--- src/rtl/slot_reel_engine.sv ---
// slot_reel_engine: spins three reels while the FSM runs, then stops them
// one at a time and reports the result. Define SLOT_PAIR_WIN_EN for pair_flag.
module slot_reel_engine #(
   parameter int NUM_SYMBOLS = 8,
   parameter int SPIN_DIV    = 4,
   parameter int STOP_GAP    = 16,
   localparam int W          = $clog2(NUM_SYMBOLS)
) (
   input  logic         clk,
   input  logic         rst,
   input  logic [1:0]   state,
   output logic [W-1:0] reel0,
   output logic [W-1:0] reel1,
   output logic [W-1:0] reel2,
   output logic         reels_stopped,
   output logic         win_flag,
   output logic         pair_flag
);

   localparam int PW = (SPIN_DIV > 1) ? $clog2(SPIN_DIV) : 1;
   localparam int GW = $clog2(2 * STOP_GAP + 2);
   localparam int SW = W + 3;

   localparam logic [1:0] S_SET  = 2'b00;
   localparam logic [1:0] S_RUN  = 2'b01;
   localparam logic [1:0] S_STOP = 2'b10;
   localparam logic [1:0] S_WIN  = 2'b11;

   typedef enum logic [1:0] {
      E_IDLE,
      E_SPIN,
      E_STOP_SEQ,
      E_DONE
   } eng_e;

   eng_e          eng_q;
   logic [PW-1:0] pre_q, pre_d;
   logic [GW-1:0] gap_q;
   logic [2:0]    frozen_q, frz;
   logic [W-1:0]  r0_q, r1_q, r2_q;
   logic [W-1:0]  r0_d, r1_d, r2_d;
   logic          stopped_q, win_q;
   logic          tick, done_now, clr_flags, all_eq;

   function automatic logic [W-1:0] step(input logic [W-1:0] r, input int inc);
      logic [SW-1:0] s;
      s = SW'(r) + SW'(inc);
      return W'(s % SW'(NUM_SYMBOLS));
   endfunction

   // Prescaler tick, freeze mask for this cycle and next reel values
   always_comb begin
      tick  = (pre_q == PW'(SPIN_DIV - 1));
      pre_d = tick ? '0 : pre_q + PW'(1);
      frz   = frozen_q;
      if (eng_q == E_SPIN && state == S_STOP)
         frz[0] = 1'b1;
      if (eng_q == E_STOP_SEQ && state == S_STOP) begin
         if (gap_q >= GW'(STOP_GAP))     frz[1] = 1'b1;
         if (gap_q >= GW'(2 * STOP_GAP)) frz[2] = 1'b1;
      end
      r0_d = (tick && !frz[0]) ? step(r0_q, 1) : r0_q;
      r1_d = (tick && !frz[1]) ? step(r1_q, 3) : r1_q;
      r2_d = (tick && !frz[2]) ? step(r2_q, 5) : r2_q;
      done_now  = (eng_q == E_STOP_SEQ) && (state == S_STOP) && frz[2];
      clr_flags = (state == S_SET) ||
                  (state == S_RUN &&
                   (eng_q == E_STOP_SEQ || eng_q == E_DONE));
      all_eq    = (r0_q == r1_q) && (r1_q == r2_q);
   end

   // Engine sequencing: idle, spin, staggered stop, hold result
   always_ff @(posedge clk) begin
      if (rst) begin
         eng_q    <= E_IDLE;
         pre_q    <= '0;
         gap_q    <= '0;
         frozen_q <= '0;
         r0_q     <= '0;
         r1_q     <= '0;
         r2_q     <= '0;
      end else begin
         unique case (eng_q)
            E_IDLE: begin
               if (state == S_RUN) begin
                  eng_q    <= E_SPIN;
                  pre_q    <= '0;
                  gap_q    <= '0;
                  frozen_q <= '0;
               end
            end
            E_SPIN, E_STOP_SEQ: begin
               if (state == S_SET) begin
                  eng_q    <= E_IDLE;
                  pre_q    <= '0;
                  gap_q    <= '0;
                  frozen_q <= '0;
               end else if (state == S_RUN && eng_q == E_STOP_SEQ) begin
                  eng_q    <= E_SPIN;
                  pre_q    <= '0;
                  gap_q    <= '0;
                  frozen_q <= '0;
               end else if (state != S_WIN) begin
                  pre_q    <= pre_d;
                  frozen_q <= frz;
                  r0_q     <= r0_d;
                  r1_q     <= r1_d;
                  r2_q     <= r2_d;
                  if (eng_q == E_SPIN) begin
                     if (state == S_STOP) begin
                        eng_q <= E_STOP_SEQ;
                        gap_q <= GW'(1);
                     end
                  end else begin
                     gap_q <= gap_q + GW'(1);
                     if (frz[2]) eng_q <= E_DONE;
                  end
               end
            end
            E_DONE: begin
               if (state == S_SET) begin
                  eng_q    <= E_IDLE;
                  pre_q    <= '0;
                  gap_q    <= '0;
                  frozen_q <= '0;
               end else if (state == S_RUN) begin
                  eng_q    <= E_SPIN;
                  pre_q    <= '0;
                  gap_q    <= '0;
                  frozen_q <= '0;
               end
            end
            default: eng_q <= E_IDLE;
         endcase
      end
   end

   // Result flags: latched when the last reel freezes, cleared on SET or restart
   always_ff @(posedge clk) begin
      if (rst || clr_flags) begin
         stopped_q <= 1'b0;
         win_q     <= 1'b0;
      end else if (done_now) begin
         stopped_q <= 1'b1;
         win_q     <= all_eq;
      end
   end

`ifdef SLOT_PAIR_WIN_EN
   logic pair_q, two_eq;

   // Exactly two reels matching, latched alongside win_flag
   always_comb begin
      two_eq = ((r0_q == r1_q) || (r1_q == r2_q) || (r0_q == r2_q)) && !all_eq;
   end

   // Pair flag follows the same latch and clear timing as win_flag
   always_ff @(posedge clk) begin
      if (rst || clr_flags)
         pair_q <= 1'b0;
      else if (done_now)
         pair_q <= two_eq;
   end

   assign pair_flag = pair_q;
`else
   assign pair_flag = 1'b0;
`endif

   assign reel0         = r0_q;
   assign reel1         = r1_q;
   assign reel2         = r2_q;
   assign reels_stopped = stopped_q;
   assign win_flag      = win_q;

endmodule

--- config.mk ---
export PLATFORM = sky130hd
export DESIGN_NAME = slot_reel_engine
export DESIGN_NICKNAME = d
export VERILOG_FILES = /design/src/rtl/slot_reel_engine.sv
export SDC_FILE = /design/constraint.sdc
export NUM_CORES = 1
export LEC_CHECK = 0
export BUFFER_PORTS_ARGS = -buffer_cell sky130_fd_sc_hd__buf_2
export CORE_ASPECT_RATIO = 0.75
export CORE_UTILIZATION = 40
export DETAILED_ROUTE_END_ITERATION = 8
export MAX_ROUTING_LAYER = met4
export PLACE_DENSITY = 0.61
export SLEW_MARGIN = 20
export SYNTH_ARGS = -nofsm -noshare
export SYNTH_HDL_FRONTEND = slang
export SYNTH_SLANG_ARGS = --single-unit
--- constraint.sdc ---
create_clock -name clk -period 4.3 [get_ports clk]
set_input_delay 0.215 -clock clk [delete_from_list [all_inputs] [get_ports clk]]
set_output_delay 0.215 -clock clk [all_outputs]
set_load 0.03 [all_outputs]
Word-level counts from Yosys, hierarchy flattened
Cells that the tools add are included.
{ "word_totals": {"reg_bits": 24, "latch_bits": 0, "mem_bits_rw": 0, "mem_bits_ro": 0, "input_bits": 4, "output_inout_bits": 12, "word_cells": 87, "memories": 0} }
{ "classes": {"addsub": 5, "n_mul": 0, "div_mod_pow": 0, "magnitude_cmp": 2, "n_eq_ne": 12, "shift": 0, "mux": 34, "bitwise_logic": 2, "n_reduce_logical": 23} }
{ "ops": {"columns": ["operator", "n"], "rows": [
  ["$mux W6", 7],
  ["$mux W2", 15],
  ["$pmux W6 S3", 1],
  ["$mux W3", 5],
  ["$reduce_and A5 Y1", 3],
  ["$pmux W2 S3", 2],
  ["$ne A5 B5 Y1 const B", 2],
  ["$logic_and A1 B1 Y1", 9],
  ["$pmux W3 S3", 1],
  ["$eq A2 B2 Y1 const B", 4],
  ["$add A6 B1 Y6 const B", 1],
  ["$eq A3 B3 Y1", 2],
  ["$ge A6 B5 Y1 const B", 1],
  ["$ge A6 B6 Y1 const B", 1],
  ["$eq A2 B1 Y1 const B", 2],
  ["$logic_not A2 Y1", 2],
  ["$ne A4 B4 Y1 const B", 1],
  ["$add A3 B1 Y3 const B", 1],
  ["$add A3 B2 Y3 const B", 1],
  ["$add A3 B3 Y3 const B", 1],
  ["$logic_not A1 Y1", 3],
  ["$logic_or A1 B1 Y1", 3],
  ["$mux W1", 3],
  ["$reduce_and A3 Y1", 1],
  ["other kinds (5)", 6]
]} }

Depth between registers and ports, before layout
{ "logic_depth": {"depth_word": 9, "ltp_mapped": 7, "mapped_depth_nobuf": 6} }

Worst setup path after synthesis
OpenSTA, ideal clock, no wires.
{ "synth_path": {"path_kind": "register to register", "from": "register eng_q[0]", "to": "register r1_q[0], in the netlist reel1[0]", "setup_ns": 0.121, "t_arrival_ns": 1.942, "t_required_ns": 4.179, "slack_ns": 2.237, "path_stages_with_launch": 8, "path_buffers": 1, "synth_period_minus_slack_ns": 2.063, "path_cell_list": "dfxtp_1 > inv_1 > ha_1 > or3b_1 > buf_6 > a21o_1 > nor3_1 > mux2_2"} }
{ "synth_via": {"elab_chain_len": 6, "word_cells_on_any_way": 10, "classes_between": "eq/ne (2); mux (1); bitwise (1); reduce/logical (6)"} }
{ "synth_lines": {"columns": ["item", "line", "text"], "rows": [
  ["from (decl)", "36", "eng_e eng_q;"],
  ["from (signal assigned)", "75", "eng_q <= E_IDLE;"],
  ["from (signal assigned)", "86", "eng_q <= E_SPIN;"],
  ["from (signal assigned)", "94", "eng_q <= E_IDLE;"],
  ["$eq A2 B2 Y1", "58, 83, 98", null],
  ["$logic_and A1 B1 Y1", "58", "if (eng_q == E_STOP_SEQ && state == S_STOP) begin"],
  ["$mux W2", "58", null],
  ["$logic_not A1 Y1", "63", "r1_d = (tick && !frz[1]) ? step(r1_q, 3) : r1_q;"],
  ["$logic_and A1 B1 Y1", "63", null],
  ["$reduce_and A5 Y1 (no source line) *", null, null],
  ["to (signal assigned)", "107", "r1_q <= r1_d;"],
  ["to (decl)", "40", "logic [W-1:0] r0_q, r1_q, r2_q;"]
]} }
Mark *: on every way between the ends. The rest lies on a longest branch, timed or not.
A chain may end at the register's enable or synchronous reset.

Final worst setup path
{ "layout_path": {"from": "register eng_q[0]", "to": "register r1_q[1], in the netlist reel1[1]"} }
The elaborated chain is that of the path after synthesis.

==> flow_summary.ini <==
[status]
status = complete, no violations

[yosys]
ys_seq_area_frac = 0.3145
synth_area_leader_cell = dfxtp_1
ys_warn_count = 0
syn-cell-area_sq_um = 1528
postSynthRegisterBits = 24
synth_edf_count = 0
synth_nets = 196
synth.distinct_cells = 49
synth_area_leaders = dfxtp_1, ha_1, nor2_1
synth_ff_type = dfxtp_1
synth_cells = 182
yosysTopAreaCellShare = 0.3145
post-synth-top-count-cell = dfxtp_1
syn_avg_cell_area_sq_um = 8.394
synth-async-reset-ratio = 0
synth_common_cells = dfxtp_1, nor2_1, ha_1, nand2b_1, a21oi_1

[floorplan]
die_area_sq_um = 4073
io_pins = 16
coreArea_sq_um = 3661
chipHeight_um = 55.52
num_rows = 19
die_w_um = 73.36
initial_core_util = 0.4173

[routing]
routed_wl_mm = 3.368
ant_nets = 0
remaining_drc_errors = 0
drtIter0Drc = 116
vias_per_cell = 5.453
num_vias = 1325
first_pass_iters = 4
wl_per_cell_um = 13.86

[worst_setup_path]
ff2ff_path_depth = 6
critPathMaxFanout = 7
end_kind = flip-flop
criticalPathCategory = reg -> reg
worstPathArrival_ns = 2.50
crit_required_ns = 4.47
cp-start-kind = flip-flop

[clock_tree]
cts_root_buf = clkbuf_8
cts_setup_buffers = 0
cts_tree = done
cts.sinks = 24
postCtsResizedCells = 0
clk_pin_slew_ns = 0.09
holdBufCountCts = 0
clockBufferDepth = 2
cts_htree_levels = 1
numCtsBuffers = 3
clock_latency_ns = 0.27

[sta]
relSlewSlack = 0.4517
finalCritPeriodShare = 0.5414
hold_slack_ns = 0.4049
fin_setup_tns_ns = 0
drv_slew = 0
fmax_ghz = 0.4295
hold_viol_final = 0
tightest_slew_ns = 0.8224
rsz0062_at_grt = no
setup_violations = 0
fin_crit_ns = 2.328
clock_skew_ns = 0.002933

[global_routing]
grt_pass1_wl_mm = 5.706
gr-total-overflow = 0
grt_pass1_vias = 1195
antenna_found_initial = 0
grt_usage = 0.1852
grt_max_degree = 34

[placed_design]
dp_hpwl_mm = 2.451
place_inst = 239
gp_congestion = 0.8218
numPortBuffers = 14
placed_area_sq_um = 1618

[finish]
final_cell_area_sq_um = 1689
nNetsFinal = 206
drive_gt1_frac = 0.1361
layout.cells.non_filler = 243
area_growth_pct = 10.57
diodes = 0

[pwr]
seq_power_share = 0.449
finalPower_uw = 508.7
p_comb_frac = 0.157
power.leakage_uw = 0.0006241
power.density_nw_per_um2 = 301.1
ir_worst_vdd_uv = 156.1
p_switching_uw = 131.5
p_int_uw = 377.1
switching_share = 0.2586
clock_power_share = 0.394

[hold_path]
hold_class = in -> reg
whs_path_depth = 2

[flow_run]
drv_cap = 0
## layout by cell type, fill, tap and decap left out, types with 4 or more instances in the layout
master    count
nand3_1       7
o21ai_0       8
inv_1         8
nor2_1       22
buf_2        14
nand3b_1      4
a21oi_1       9
a211oi_1      6
ha_1         10
nand2_1       7
nand2b_1     10
dfxtp_1      24
## critical path, cell delays in order (launching register included)
cell	delay (ns)
dfxtp_1	0.39
inv_1	0.09
ha_1	0.27
or3b_1	0.55
a21o_1	0.26
nor3_1	0.29
mux2_2	0.37
## layout make-up
class	instances	area (sq um)
clock buffers	3	41.29
clock inverters	1	30.03
fillers	366	1972
inverters	8	30.03
multi-input cells	141	972.2
flip-flops and latches	24	480.5
well taps	52	65.06
repair buffers	14	70.07
## power by group through the flow
stage / clock [uW] / sequential (uW) / combinational (uW)
after floorplan: 0 / 233 / 64.8
after global placement: 0 / 233 / 80.7
after detailed placement: 0 / 234 / 78.7
after CTS: 208 / 228 / 79.2
after global routing: 212 / 229 / 89.8
final: 200 / 228 / 80.0
## worst paths after layout
path | from | end | slack (ns)
worst max-delay path | eng_q[0]$_SDFFE_PP0P_ | reel1[1]$_SDFFE_PP0P_ | 1.97
worst min-delay path | rst | reel0[2]$_SDFFE_PP0P_ | 0.40
worst max register to register | eng_q[0]$_SDFFE_PP0P_ | reel1[1]$_SDFFE_PP0P_ | 1.97
worst min register to register | reels_stopped$_SDFFE_PP0P_ | reels_stopped$_SDFFE_PP0P_ | 0.48
## per-layer routing
metal / up-vias / track usage / wire (um) / part of all wire
li1: 677 / - / - / -
met5: - / - / 0 / 0
met3: 4 / 0.04197 / 183 / 0.054
met1: 612 / 0.2815 / 1799 / 0.53
met2: 32 / 0.2540 / 1366 / 0.41
met4: 0 / 0.02473 / 19 / 0.0056
## kinds of logic after synthesis
logic type / after synthesis / synth area share
other cells: 1 / 0.002455
mux: 5 / 0.03522
xor+xnor: 3 / 0.01720
simple gates: 74 / 0.2637
flops: 24 / 0.3145
compound gates: 48 / 0.2359
fa+ha+maj: 10 / 0.08190
buf+inv: 17 / 0.04915
## registers in the layout (all words and copies together), names as in the netlist
| register | count |
|---|---|
| reel1 | 3 |
| reels_stopped | 1 |
| frozen_q | 3 |
| reel2 | 3 |
| win_flag | 1 |
| gap_q | 6 |
| eng_q | 2 |
| pre_q | 2 |
| reel0 | 3 |
## per-stage QoR
stage / util / setup WS (ns)
finish: 0.4614 / 1.972
global route: 0.4614 / 1.791
CTS: 0.4614 / 1.980
detailed placement: 0.4419 / 2.002
global placement: 0.4419 / 2.068
floorplan: - / 2.237
(Power assumes the default switching activity.)
